<file path="src/rtl/mult_div_unit.sv">
// Iterative multiply/divide unit with HI/LO result registers for the multicycle MIPS datapath.
// Optional MDU_EARLY_TERM_EN: multiplies leave RUN once the remaining multiplier bits are zero.
module mult_div_unit #(
   parameter int WIDTH = 32,
   parameter int CNT_W = $clog2(WIDTH) + 1
) (
   input  logic             clk,
   input  logic             reset,
   input  logic             start,
   input  logic [1:0]       op,
   input  logic [WIDTH-1:0] a,
   input  logic [WIDTH-1:0] b,
   input  logic [1:0]       hilo_wr,
   input  logic [WIDTH-1:0] hilo_wdata,
   output logic             busy,
   output logic             done,
   output logic             div_zero,
   output logic [WIDTH-1:0] hi,
   output logic [WIDTH-1:0] lo
);

   typedef enum logic [1:0] {IDLE = 2'd0, RUN = 2'd1, FIX = 2'd2, DONE = 2'd3} state_t;

   state_t             state, state_nxt;
   logic               is_div, neg_res, neg_rem, dz;
   logic [CNT_W-1:0]   cnt;
   logic [2*WIDTH-1:0] mcand;
   logic [WIDTH-1:0]   mplier;
   logic [2*WIDTH-1:0] acc;
   logic [WIDTH:0]     rem;

   logic               signed_op, op_div, b_zero, last_iter, rem_ge;
   logic [WIDTH-1:0]   mag_a, mag_b, quo_fix, rem_fix;
   logic [WIDTH:0]     rem_sh;
   logic [2*WIDTH-1:0] prod_fix;

   assign signed_op = ~op[0];
   assign op_div    = op[1];
   assign b_zero    = (b == '0);
   assign mag_a     = (signed_op && a[WIDTH-1]) ? -a : a;
   assign mag_b     = (signed_op && b[WIDTH-1]) ? -b : b;

   // Division keeps the dividend/quotient in acc[WIDTH-1:0] and the divisor in mplier.
   assign rem_sh = {rem[WIDTH-1:0], acc[WIDTH-1]};
   assign rem_ge = (rem_sh >= {1'b0, mplier});

   assign prod_fix = neg_res ? -acc : acc;
   assign quo_fix  = neg_res ? -acc[WIDTH-1:0] : acc[WIDTH-1:0];
   assign rem_fix  = neg_rem ? -rem[WIDTH-1:0] : rem[WIDTH-1:0];

`ifdef MDU_EARLY_TERM_EN
   assign last_iter = (cnt == CNT_W'(WIDTH - 1)) || (!is_div && (mplier[WIDTH-1:1] == '0));
`else
   assign last_iter = (cnt == CNT_W'(WIDTH - 1));
`endif

   always_ff @(posedge clk or negedge reset) begin
      if (!reset) state <= IDLE;
      else        state <= state_nxt;
   end

   // A divide by zero passes through FIX with the HI/LO write suppressed, so done lands after E1.
   always_comb begin
      state_nxt = state;
      busy      = 1'b0;
      done      = 1'b0;
      case (state)
         IDLE: if (start) state_nxt = (op_div && b_zero) ? FIX : RUN;
         RUN: begin
            busy = 1'b1;
            if (last_iter) state_nxt = FIX;
         end
         FIX: begin
            busy      = 1'b1;
            state_nxt = DONE;
         end
         DONE: begin
            done      = 1'b1;
            state_nxt = IDLE;
         end
         default: state_nxt = IDLE;
      endcase
   end

   always_ff @(posedge clk or negedge reset) begin
      if (!reset) begin
         is_div   <= 1'b0;
         neg_res  <= 1'b0;
         neg_rem  <= 1'b0;
         dz       <= 1'b0;
         div_zero <= 1'b0;
         cnt      <= '0;
         mcand    <= '0;
         mplier   <= '0;
         acc      <= '0;
         rem      <= '0;
         hi       <= '0;
         lo       <= '0;
      end else begin
         case (state)
            IDLE: begin
               if (start) begin
                  is_div   <= op_div;
                  neg_res  <= signed_op & (a[WIDTH-1] ^ b[WIDTH-1]);
                  neg_rem  <= signed_op & a[WIDTH-1];
                  dz       <= op_div & b_zero;
                  div_zero <= 1'b0;
                  cnt      <= '0;
                  mcand    <= {{WIDTH{1'b0}}, mag_a};
                  mplier   <= mag_b;
                  acc      <= op_div ? {{WIDTH{1'b0}}, mag_a} : '0;
                  rem      <= '0;
               end else begin
                  if (hilo_wr[1]) hi <= hilo_wdata;
                  if (hilo_wr[0]) lo <= hilo_wdata;
               end
            end
            RUN: begin
               cnt <= cnt + 1'b1;
               if (is_div) begin
                  rem             <= rem_ge ? (rem_sh - {1'b0, mplier}) : rem_sh;
                  acc[WIDTH-1:0]  <= {acc[WIDTH-2:0], rem_ge};
               end else begin
                  if (mplier[0]) acc <= acc + mcand;
                  mcand  <= mcand << 1;
                  mplier <= mplier >> 1;
               end
            end
            FIX: begin
               if (dz) begin
                  div_zero <= 1'b1;
               end else if (is_div) begin
                  lo <= quo_fix;
                  hi <= rem_fix;
               end else begin
                  hi <= prod_fix[2*WIDTH-1:WIDTH];
                  lo <= prod_fix[WIDTH-1:0];
               end
            end
            default: ;
         endcase
      end
   end

endmodule

</file>
<file path="config.mk">
export PLATFORM = sky130hd
export DESIGN_NAME = mult_div_unit
export DESIGN_NICKNAME = d
export VERILOG_FILES = /design/src/rtl/mult_div_unit.sv
export SDC_FILE = /design/constraint.sdc
export NUM_CORES = 1
export LEC_CHECK = 0
export CORE_ASPECT_RATIO = 0.6
export CORE_MARGIN = 2
export CORE_UTILIZATION = 35
export CTS_BUF_LIST = sky130_fd_sc_hd__clkbuf_4 sky130_fd_sc_hd__clkbuf_8 sky130_fd_sc_hd__clkbuf_16
export DETAILED_ROUTE_END_ITERATION = 10
export HOLD_SLACK_MARGIN = 0.15
export PLACE_DENSITY = 0.58
export SYNTH_ARGS = -nofsm -noshare
export SYNTH_HDL_FRONTEND = slang
export SYNTH_SLANG_ARGS = --single-unit
</file>
<file path="constraint.sdc">
create_clock -name clk -period 3.9 [get_ports clk]
set_input_delay 0.39 -clock clk [delete_from_list [all_inputs] [get_ports clk]]
set_output_delay 0.39 -clock clk [all_outputs]
set_load 0.03 [all_outputs]
</file>
Yosys cells after proc, flatten, opt, wreduce, memory -nomap -nowiden
Cells that the tools add are included.

operators by class
  eq/ne operators = 15
  order comparisons = 1
  muxes and demuxes = 42
  $add $sub $neg = 8
  bitwise gates (word level) = 5
  reductions and logical operators = 18

operators with widths
  cell                                                                   number
  32-bit two-way mux                                                     20
  64-bit two-way mux                                                     5
  32-bit case mux with 2 select lines                                    4
  64-bit case mux with 2 select lines                                    2
  32-bit negation                                                        4
  64-bit adder                                                           1
  64-bit negation                                                        1
  33-bit by 32-bit >= comparator with 1-bit output                       1
  32-bit logical NOT                                                     1
  32-bit subtractor                                                      1
  2-bit inequality test, second input constant                           10
  6-bit case mux with 2 select lines                                     1
  3-bit AND reduction                                                    4
  4-bit AND reduction                                                    3
  2-bit case mux with 4 select lines                                     1
  6-bit by 1-bit adder with 6-bit output, second input constant          1
  6-bit by 5-bit equality test with 1-bit output, second input constant  1
  2-bit two-way mux                                                      3
  6-bit two-way mux                                                      1
  2-bit AND reduction                                                    3
  2-bit equality test, second input constant                             2
  1-bit two-way mux                                                      4
  2-bit nonzero test                                                     2
  1-bit AND                                                              3
  other kinds (8)                                                        10

storage, ports and cells
  bits of input ports = 103
  register bits = 269

Longest topological paths before layout
Gate-level depths: netlist of run 1.

  depth in word-level cells = 6
  depth in mapped cells = 15
  gate-level depth less buffers = 14

Worst setup path after synthesis of run 1
Ideal clock, no wire load.

  path type = flip-flop to flip-flop
  from = register rem[2]
  to = register rem[15]
  setup slack = 0.719 ns
  period minus slack after synthesis = 3.181 ns
  data arrival time = 3.048 ns
  stages on the path, launching flop included = 13
  library setup time = 0.133 ns
  cells stage by stage = dfrtp_1 -> ha_1 -> a21o_1 -> a21oi_1 -> nand2_1 -> a311oi_1 -> o31ai_1 -> o31a_1 -> a31o_2 -> buf_2 -> clkbuf_1 -> o21ai_0 -> o21ai_0

on the way
  cells in the longest elaborated chain, start to end = 4
  elaborated cells on any way between the ends = 5
  those cells by class = 1 x add/sub; 1 x order compare; 3 x mux

RTL lines
  what                                                                                          line     source
  start, declared                                                                               30       logic [WIDTH:0] rem;
  start signal, assigned                                                                        121      rem <= rem_ge ? (rem_sh - {1'b0, mplier}) : rem_sh;
  32-bit subtractor / 33-bit by 32-bit >= comparator with 1-bit output (equally long branches)  121, 45
  32-bit two-way mux *                                                                          121
  32-bit two-way mux *                                                                          120      if (is_div) begin
  32-bit case mux with 2 select lines *                                                         100      case (state)

Every way passes the cells marked *; elsewhere a longest branch is shown, timed or not. The select of a mux whose other input is x is not followed.
A chain may end at the register's enable or synchronous reset.

Worst setup path in the final report of run 1
  from = register acc[0]
  to = register acc[54]

on the way
  cells in the longest elaborated chain, start to end = 4

RTL lines
  what                                 line  source
  start, declared                      29    logic [2*WIDTH-1:0] acc;
  start signal, assigned               111   acc <= op_div ? {{WIDTH{1'b0}}, mag_a} : '0;
  start signal, assigned by index      122   acc[WIDTH-1:0] <= {acc[WIDTH-2:0], rem_ge};
  start signal, assigned               124   if (mplier[0]) acc <= acc + mcand;
  64-bit adder                         124
  64-bit two-way mux                   124
  32-bit two-way mux                   120
  64-bit case mux with 2 select lines  100

Every way passes these cells. The select of a mux whose other input is x is not followed.

==> results.py, run 1 <==
metrics = {
    "synthesis": {
        "synthSimpleGateAreaFrac_pct": 17.5,
        "synth_area_leaders": "dfrtp_1, o21ai_0, nand2_1",
        "postSynth.asyncResetShare_pct": 100,
        "synth_top_family_by_area": "compound AO/OA/AOI/OAI gates",
        "yosysSeqAreaShare_pct": 32.3,
        "synthCells": 2601,
        "ys_seq_elements": 269,
        "synth_top_cell_area_share_pct": 32.3,
        "yosysTopAreaCell": "dfrtp_1",
        "synth_mux_area_share_pct": 3.06,
        "syn_nets": 2811,
        "synth_area_um2": 20800,
        "ys.flop_type": "dfrtp_1",
        "synth_compound_area_share_pct": 26.2,
        "synth_adder_area_share_pct": 6.50,
        "synth_cell_type_count": 76,
        "synth_edf_count": 0,
        "ys_warn_count": 0,
        "synthXorXnorAreaFrac_pct": 10.2,
        "avgSynthCellArea_um2": 8.01,
    },
    "power_and_ir_drop": {
        "p_leak_nw": 10.7,
        "power_mw": 19.9,
        "ir_drop_v": 0.000505,
        "p_per_area_nw_per_um2": 805,
    },
    "run_status": {
        "status": "finished, final reports clean",
    },
    "timing": {
        "period_share_pct": 92.8,
        "min_period_ns": 3.62,
        "tns_ns": 0,
        "relSlewSlack_pct": 22.4,
        "worst_slew_pin_slew_ns": 1.16,
        "finClkSkew_ns": 0.0433,
        "drv_slew": 0,
        "fmaxAchievable_ghz": 0.276,
        "hold_viol_final": 0,
        "whs_ns": 0.380,
        "setup-violations-final": 0,
        "rsz0062_at_grt": "false",
    },
    "drt": {
        "wl_per_cell_um": 22.4,
        "first_pass_iters": 5,
        "drt_iter0_drc": 2387,
        "via_count": 20400,
        "drc": 0,
        "antenna_left": 0,
        "wl_mm": 79.1,
        "vias_per_cell": 5.78,
    },
    "critical_path": {
        "crit_fanout": 6,
        "worst_ep_required_time_ns": 4.40,
        "start_kind": "register",
        "crit_path_frequent_cell": "a21oi_1",
        "crit_arrival_ns": 4.12,
        "crit_path_cell_trace": "ha_1 > fa_1 > a21oi_1 > nand4b_1 > a2111o_1 > a21oi_1 > nor3_1 > o211a_1 > o41a_1 > o41ai_2 > xnor2_1 > o21ai_1",
        "cp-end-kind": "register",
        "slowest_delay_ns": 0.50,
        "cpMaxStageDelayCell": "o41a_1",
        "critPathKind": "register to register",
    },
    "die": {
        "core_um2": 59000,
        "io_pins": 170,
        "initial_core_util_pct": 35.3,
        "die_area_um2": 61500,
        "die_width_um": 319,
        "die_h_um": 193,
        "num_rows": 69,
    },
    "clocking": {
        "cts_tree": "done",
        "insertion_delay_ns": 0.62,
        "clk_pin_slew_ns": 0.07,
        "postCtsSetupBuffers": 0,
        "cts.sinks": 269,
        "cts_root_buffer": "clkbuf_16",
        "cts_buffer_depth": 3,
        "cts_buffers": 31,
        "htreeDepth": 1,
    },
    "final_layout": {
        "final_core_util_pct": 42.0,
        "area_delta_synth_final_pct": 18.9,
        "diodes": 0,
        "fillers": 5872,
        "final_common_cell": "nand2_1",
        "multi_input_area_um2": 13300,
        "num-nets-final": 2932,
        "drive_gt1_share_pct": 6.26,
        "layout_common_cells": "nand2_1, o21ai_0, dfrtp_1, a21oi_1, nor2_1",
        "regArea_um2": 6730,
        "fin_cells": 3527,
    },
    "global_routing": {
        "grtUsageTotal_pct": 25.3,
        "grt_pass1_wl_mm": 119,
        "gr-total-overflow": 0,
        "antenna_found_initial": 6,
        "grt_max_degree": 96,
        "grt_pass1_vias": 18700,
    },
    "place": {
        "io_buffer_count": 169,
        "globalplace.congestion": 0.967,
        "place_inst": 3469,
        "post-dp-hpwl_mm": 61.8,
    },
    "min_path": {
        "min_path_type": "primary input to asynchronous set/reset pin",
    },
    "job": {
        "maxCapViolCount": 0,
    },
}
cell type report:
cell class / instances / area share, %
Multi-Input combinational cell: 2099 / 53.6
Timing Repair Buffer: 247 / 9.48
Clock buffer: 38 / 3.45
Sequential cell: 269 / 27.2
Inverter: 74 / 1.12
Tap cell: 781 / 3.95
Clock inverter: 19 / 1.22
worst paths after layout:
check	startpoint	endpoint	slack, ns	cells past startpoint
setup / recovery	acc[0]	acc[54]	0.28	12
setup reg to reg	acc[0]	acc[54]	0.28	12
max in group asynchronous	reset	lo[25]	2.50	3
hold reg to reg	lo[24]	lo[24]	0.48	2
min in group clk	hilo_wdata[9]	hi[9]	0.39	3
hold / removal	reset	hi[10]	0.38	2
cell usage after synthesis (5+ instances only):
cell type	n
nand2_1	381
o21ai_0	333
dfrtp_1	269
a21oi_1	200
nor2_1	176
clkbuf_1	149
xor2_1	129
xnor2_1	114
ha_1	105
inv_1	74
a21o_1	64
mux2i_1	58
o31ai_1	39
a22o_1	36
nand3_1	34
nand4_1	32
nand2b_1	28
o21bai_1	28
nor3_1	26
o211ai_1	21
o41ai_1	21
a31oi_1	20
nor4_1	20
or3_1	18
a211oi_1	17
a221oi_1	16
o21ai_1	16
nor2b_1	15
or4_1	14
and3_1	13
o21a_1	11
a222oi_1	10
a21boi_0	8
a41oi_1	6
and2_1	6
or2_2	6
buf_1	5
mux2_2	5
registers in the layout, indices dropped and copies added (netlist names):
| name | cells |
|---|---|
| lo | 32 |
| state | 2 |
| is_div | 1 |
| dz | 1 |
| neg_rem | 1 |
| rem | 32 |
| div_zero | 1 |
| acc | 64 |
| neg_res | 1 |
| mplier | 32 |
| hi | 32 |
| mcand | 64 |
| cnt | 6 |
layer usage:
| layer | share of wire [%] | track usage (%) |
|---|---|---|
| met5 | 0.051 | 0 |
| met4 | 1.7 | 4.25 |
| met3 | 11 | 7.15 |
| met2 | 36 | 32.5 |
| met1 | 51 | 40.7 |
critical path, delay by kind of cell, from the launching register on:
kind                       cells  cell delay [ns]
AOI/OAI and AO/OA              7             2.05
adders and majority gates      2             0.48
DFF                            1             0.45
and+or+nand+nor                2             0.35
xor gates and xnor gates       1             0.17
stage by stage:
step	instance area [µm²]	setup WS, ns
global placement	23600	0.356
global route	24800	0.0668
floorplan	20800	0.719
CTS	24800	0.379
detailed placement	23600	0.311
finish	24800	0.282
logic make-up (layout without fill, tap and decap cells):
| group | after synthesis | after routing |
|---|---|---|
| compound gates | 885 | 885 |
| flops | 269 | 269 |
| simple gates | 801 | 801 |
| xor+xnor | 243 | 243 |
| buf+inv | 233 | 378 |
| mux | 63 | 63 |
| fa+ha+maj | 107 | 107 |
where the power goes:
part / leakage [nW] / switching, mW / internal, mW
registers: 3.44 / 0.996 / 3.70
logic: 6.73 / 7.75 / 4.11
clock network: 0.570 / 1.34 / 2.02
timing repair:
action                    4_1_cts  5_1_grt
hold endpoints to repair       91        0
hold buffers                    1        0
gates resized for setup         0        0
No activity file was read; power rests on OpenSTA's default activity.
==> run 2: changes to the inputs <==
==> constraint.sdc (replaced) <==
create_clock -name clk -period 4.4 [get_ports clk]
set_input_delay 0.44 -clock clk [delete_from_list [all_inputs] [get_ports clk]]
set_output_delay 0.44 -clock clk [all_outputs]
set_load 0.03 [all_outputs]
==> run 2 against run 1 <==
  * Global-route usage is 0.41 points lower
  * Clock skew is 0.0080 ns lower
  * Sequential share of layout area is 0.33 points higher
  * First-iteration DRC count hardly changed
  * Combinational power is 13% lower
  * Critical endpoint is now rem[9]
  * Largest cell class unchanged
  * Largest power group unchanged
  * Highest routed layer is now met4
==> results.py, run 2 (synthesis results as in run 1) <==
metrics = {
    "die": {
        "core_um2": 59000,
        "io_pins": 170,
        "initial_core_util_pct": 35.3,
        "die_area_um2": 61500,
        "die_width_um": 319,
        "num_rows": 69,
        "die_h_um": 193,
    },
    "critical_path": {
        "crit_fanout": 39,
        "start_kind": "register",
        "cp.buffers_inverters": 2,
        "slowest_delay_ns": 0.70,
        "cpMaxStageDelayCell": "o31ai_1",
        "critPathKind": "register to register",
        "crit_path_cell_trace": "inv_1 > ha_1 > nor2b_1 > o2111ai_1 > nand2_1 > a311oi_1 > o31ai_1 > o31a_1 > a31o_2 > buf_4 > mux2i_1 > o21ai_0",
        "cp-end-kind": "register",
        "cp_top_family": "compound AO/OA/AOI/OAI gates",
        "crit_arrival_ns": 4.26,
        "worst_ep_required_time_ns": 4.85,
    },
    "clocking": {
        "cts_root_buffer": "clkbuf_16",
        "postCtsSetupBuffers": 0,
        "cts_buffers": 31,
        "clk_pin_slew_ns": 0.07,
        "insertion_delay_ns": 0.61,
        "cts_buffer_depth": 3,
        "cts_tree": "done",
        "htreeDepth": 1,
        "cts.sinks": 269,
    },
    "power_and_ir_drop": {
        "clkPwrFrac_pct": 15.9,
        "p_per_area_nw_per_um2": 703,
        "ir_drop_v": 0.000670,
        "p_leak_nw": 10.6,
        "netSwitchingFraction_pct": 51.2,
        "power_mw": 17.2,
        "intPower_mw": 8.39,
        "power_switching_mw": 8.81,
        "combPwrFrac_pct": 60.1,
        "p_seq_share_pct": 24.0,
    },
    "timing": {
        "setup-violations-final": 0,
        "finClkSkew_ns": 0.0353,
        "period_share_pct": 86.4,
        "rsz0062_at_grt": "false",
        "drv_slew": 0,
        "tns_ns": 0,
        "min_period_ns": 3.80,
        "relSlewSlack_pct": 22.7,
        "hold_viol_final": 0,
        "fmaxAchievable_ghz": 0.263,
        "worst_slew_pin_slew_ns": 1.16,
        "layout_setup_ws_ns": 0.597,
    },
    "final_layout": {
        "diodes": 0,
        "reg_top3": "acc: 64 flops, mcand: 64 flops",
        "drive_gt1_share_pct": 5.47,
        "regArea_um2": 6730,
        "num-nets-final": 2909,
        "layout_common_cells": "nand2_1, o21ai_0, dfrtp_1, a21oi_1, nor2_1",
        "fillers": 5914,
        "final_common_cell": "nand2_1",
        "multi_input_area_um2": 13300,
        "area_delta_synth_final_pct": 17.4,
    },
    "job": {
        "maxCapViolCount": 0,
    },
    "drt": {
        "first_pass_iters": 6,
        "drc": 0,
        "wl_per_cell_um": 22.1,
        "drt_iter0_drc": 2388,
        "via_count": 20200,
        "wl_mm": 77.6,
        "antenna_left": 0,
        "vias_per_cell": 5.78,
    },
    "place": {
        "post-dp-hpwl_mm": 60.5,
        "globalplace.congestion": 0.963,
        "dp_slack_ns": 0.717,
        "io_buffer_count": 169,
    },
    "global_routing": {
        "gr-total-overflow": 0,
        "grtUsageTotal_pct": 24.9,
        "grt_max_degree": 119,
        "grt_pass1_vias": 18600,
        "antenna_found_initial": 2,
        "grt_pass1_wl_mm": 118,
    },
    "min_path": {
        "min_path_type": "primary input to register",
    },
    "run_status": {
        "status": "finished, final reports clean",
    },
}
[run 2: path summary, 6_finish.rpt]
| check | from | endpoint | slack [ns] | depth (start not counted) |
|---|---|---|---|---|
| max reg2reg | mplier[1] | rem[9] | 0.60 | 12 |
| min in group asynchronous | reset | rem[8] | 0.49 | 2 |
| max in group asynchronous | reset | rem[29] | 2.86 | 3 |
| max | mplier[1] | rem[9] | 0.60 | 12 |
| min reg2reg | lo[2] | lo[2] | 0.48 | 2 |
| min | hilo_wdata[31] | hi[31] | 0.43 | 3 |
[run 2: layer usage]
| metal | up-vias | global-route usage [%] | part of all wire [%] |
|---|---|---|---|
| met2 | 865 | 31.6 | 36 |
| met4 | 0 | 3.63 | 1.4 |
| li1 | 9534 | - | - |
| met3 | 58 | 7.32 | 11 |
| met1 | 9789 | 40.3 | 52 |
| met5 | - | 0.153 | 0 |
[run 2: through the flow]
step	cells	util (%)	hold slack (ns)	area (µm²)
final	3504	41.5	0.426	24500
after global routing	3504	41.5	0.456	24500
after CTS	3504	41.5	0.407	24500
after detailed placement	3446	39.7	0.468	23400
after floorplan	2601	-	0.144	20800
after global placement	3446	39.7	0.461	23400
[run 2: timing repair]
action                    4_1_cts  5_1_grt
hold buffers                    1        0
hold endpoints to repair       96        0
resized for setup               0        0
[run 2: power groups by stage]
| stage | registers [mW] | logic (mW) | clock network (mW) |
|---|---|---|---|
| 3_3_place_gp | 4.11 | 10.0 | 0 |
| 2_1_floorplan | 4.38 | 6.18 | 0 |
| 3_5_place_dp | 4.16 | 10.1 | 0 |
| 5_1_grt | 4.25 | 11.2 | 2.88 |
| 4_1_cts | 4.11 | 10.1 | 2.78 |
| 6_report | 4.13 | 10.3 | 2.73 |
[run 2: worst reg2reg max path: cells and delay by family, from the launching register on]
kind | cells | cell delay, ns
AO/OA/AOI/OAI | 6 | 1.73
buffers and inverters | 2 | 0.56
flip-flops | 1 | 0.40
AND/OR/NAND/NOR | 2 | 0.34
adder cells (fa/ha/maj) | 1 | 0.32
multiplexers | 1 | 0.30
[run 2: final cells by class]
cell class	count	area share, %
Clock buffer	41	3.66
Clock inverter	16	0.645
Inverter	74	1.14
Timing Repair Buffer	224	8.79
Tap cell	781	4.00
Sequential cell	269	27.5
Multi-Input combinational cell	2099	54.2
==> run 3: changes to the inputs <==
--- a/config.mk
+++ b/config.mk
@@ -7,11 +7,13 @@
 export LEC_CHECK = 0
 export CORE_ASPECT_RATIO = 0.6
 export CORE_MARGIN = 2
-export CORE_UTILIZATION = 35
+export CORE_UTILIZATION = 55
 export CTS_BUF_LIST = sky130_fd_sc_hd__clkbuf_4 sky130_fd_sc_hd__clkbuf_8 sky130_fd_sc_hd__clkbuf_16
 export DETAILED_ROUTE_END_ITERATION = 10
 export HOLD_SLACK_MARGIN = 0.15
-export PLACE_DENSITY = 0.58
+export PLACE_DENSITY = 0.81
+export REMOVE_ABC_BUFFERS = 1
+export SETUP_SLACK_MARGIN = 0.3
 export SYNTH_ARGS = -nofsm -noshare
 export SYNTH_HDL_FRONTEND = slang
 export SYNTH_SLANG_ARGS = --single-unit
==> run 3 against run 2 <==
  * Clock skew fell by 0.020 ns
  * Register-to-register slack gained 0.02 ns
  * Sequential power rose by 1%
  * Worst setup slack gained 0.019 ns
  * Wire length fell by 12%
  * Via count rose by 0.26%
  * Critical path depth unchanged
  * Critical endpoint is now rem[3]
  * Largest cell class unchanged
==> results.py, run 3 (synthesis results as in run 1) <==
metrics = {
    "run_status": {
        "status": "finished, final reports clean",
    },
    "final_layout": {
        "area_delta_synth_final_pct": 15.1,
        "design_area_um2": 24000,
        "reg_top3": "acc: 64 flops, mcand: 64 flops",
        "drive_gt1_share_pct": 5.02,
        "num-nets-final": 2898,
        "final_common_cell": "nand2_1",
        "layout_common_cells": "nand2_1, o21ai_0, dfrtp_1, a21oi_1, nor2_1",
        "fin_cells": 3224,
    },
    "power_and_ir_drop": {
        "p_per_area_nw_per_um2": 694,
        "ir_drop_v": 0.000665,
        "p_leak_nw": 10.5,
        "power_mw": 16.6,
    },
    "critical_path": {
        "critPathKind": "register to register",
        "crit_fanout": 25,
        "start_kind": "register",
        "crit_path_cell_trace": "ha_1 > nor2b_1 > o2111ai_1 > nand2_1 > a311oi_1 > buf_4 > o31ai_1 > o31a_1 > a31o_2 > buf_4 > mux2i_1 > o21ai_0",
        "slowest_delay_ns": 0.55,
        "crit_arrival_ns": 4.24,
        "worstReg2RegStart": "rem[0]",
        "worst_ep_required_time_ns": 4.85,
        "cp-end-kind": "register",
        "crit_path_frequent_cell": "buf_4",
        "cp.buffers_inverters": 2,
        "cp_top_family": "compound AO/OA/AOI/OAI gates",
        "setup.worst_path.start": "rem[0]",
        "cpMaxStageDelayCell": "a31o_2",
    },
    "die": {
        "num_rows": 55,
        "io_pins": 170,
        "initial_core_util_pct": 55.5,
        "die_width_um": 255,
        "core_um2": 37500,
        "die_area_um2": 39500,
        "die_h_um": 155,
    },
    "min_path": {
        "hp-start": "lo[22]",
        "min_path_type": "register to register",
    },
    "timing": {
        "drv_slew": 0,
        "worst_slew_pin_slew_ns": 1.22,
        "period_share_pct": 86.0,
        "hold_viol_final": 0,
        "fmaxAchievable_ghz": 0.264,
        "finClkSkew_ns": 0.0149,
        "layout_setup_ws_ns": 0.616,
        "relSlewSlack_pct": 18.4,
        "setup-violations-final": 0,
        "min_period_ns": 3.78,
        "rsz0062_at_grt": "false",
    },
    "drt": {
        "top_layer": "met4",
        "wl_met2_mm": 28.1,
        "met3_length_mm": 7.43,
        "vias_per_cell": 6.30,
        "drc": 0,
        "wl_mm": 68.6,
        "first_pass_iters": 9,
        "wl_met1_mm": 30.9,
        "via_count": 20300,
        "drt_iter0_drc": 2165,
        "wl_per_cell_um": 21.3,
        "antenna_left": 0,
    },
    "clocking": {
        "cts.sinks": 269,
        "cts_buffer_depth": 3,
        "insertion_delay_ns": 0.59,
        "clk_pin_slew_ns": 0.07,
        "cts_buffers": 28,
        "htreeDepth": 1,
        "cts.repair.resized": 0,
        "cts_tree": "done",
        "postCtsSetupBuffers": 0,
        "cts_root_buffer": "clkbuf_16",
    },
    "place": {
        "place_inst": 3170,
        "globalplace.congestion": 1.01,
        "dp_slack_ns": 0.689,
        "post-dp-hpwl_mm": 51.9,
        "io_buffer_count": 169,
        "place_area_um2": 23000,
    },
    "global_routing": {
        "grtUsageTotal_pct": 34.8,
        "grt_max_degree": 105,
        "antenna_found_initial": 1,
        "grt_pass1_wl_mm": 108,
        "gr-total-overflow": 0,
        "grt_pass1_vias": 19300,
    },
    "job": {
        "maxCapViolCount": 0,
    },
}
-- run 3: area by class of cell --
cell class,count,area (µm²)
antenna,1,2.50
clock buffer,43,875
clock inverter,9,103
fill,3218,13500
inverter,74,278
multi-input combinational,2099,13300
sequential,269,6730
tap,513,642
timing repair buffer,216,2080
-- run 3: final timing paths --
path                              end  slack [ns]  cells past startpoint
hold reg to reg                lo[22]        0.48                      1
max in group asynchronous      is_div        2.88                      3
setup / recovery               rem[3]        0.62                     12
setup reg to reg               rem[3]        0.62                     12
hold / removal                 lo[22]        0.48                      1
min in group asynchronous  mplier[29]        0.51                      2
-- run 3: worst register-to-register path: cells and delay by family (launching register included) --
kind / cells / cell delay, ns
compound gates: 6 / 1.75
fa+ha+maj: 1 / 0.34
buf+inv: 2 / 0.52
flops: 1 / 0.48
mux: 1 / 0.22
simple gates: 2 / 0.35
-- run 3: stage by stage --
step	TNS (ns)	utilization [%]	hold slack, ns
2_1_floorplan	-104.47	-	0.144
3_3_place_gp	0	61.3	0.466
3_5_place_dp	0	61.3	0.466
4_1_cts	0	63.9	0.480
5_1_grt	0	63.9	0.497
6_report	0	63.9	0.475
-- run 3: report_power, final --
group | leakage, nW | switching, mW | internal (mW)
sequential | 3.44 | 0.891 | 3.28
clock | 0.484 | 1.10 | 1.48
combinational | 6.56 | 6.35 | 3.52
total | 10.5 | 8.34 | 8.29
-- run 3: timing repair --
action | in CTS | in global routing
endpoints found under the hold margin | 101 | 0
hold buffers | 1 | 0
endpoints found under the setup margin | 0 | 0
-- run 3: layer usage --
metal / vias to the layer above / GRT usage [%]
li1: 9525 / -
met1: 9728 / 51.0
met2: 908 / 50.1
met3: 138 / 8.97
met4: 0 / 10.5
met5: - / 0
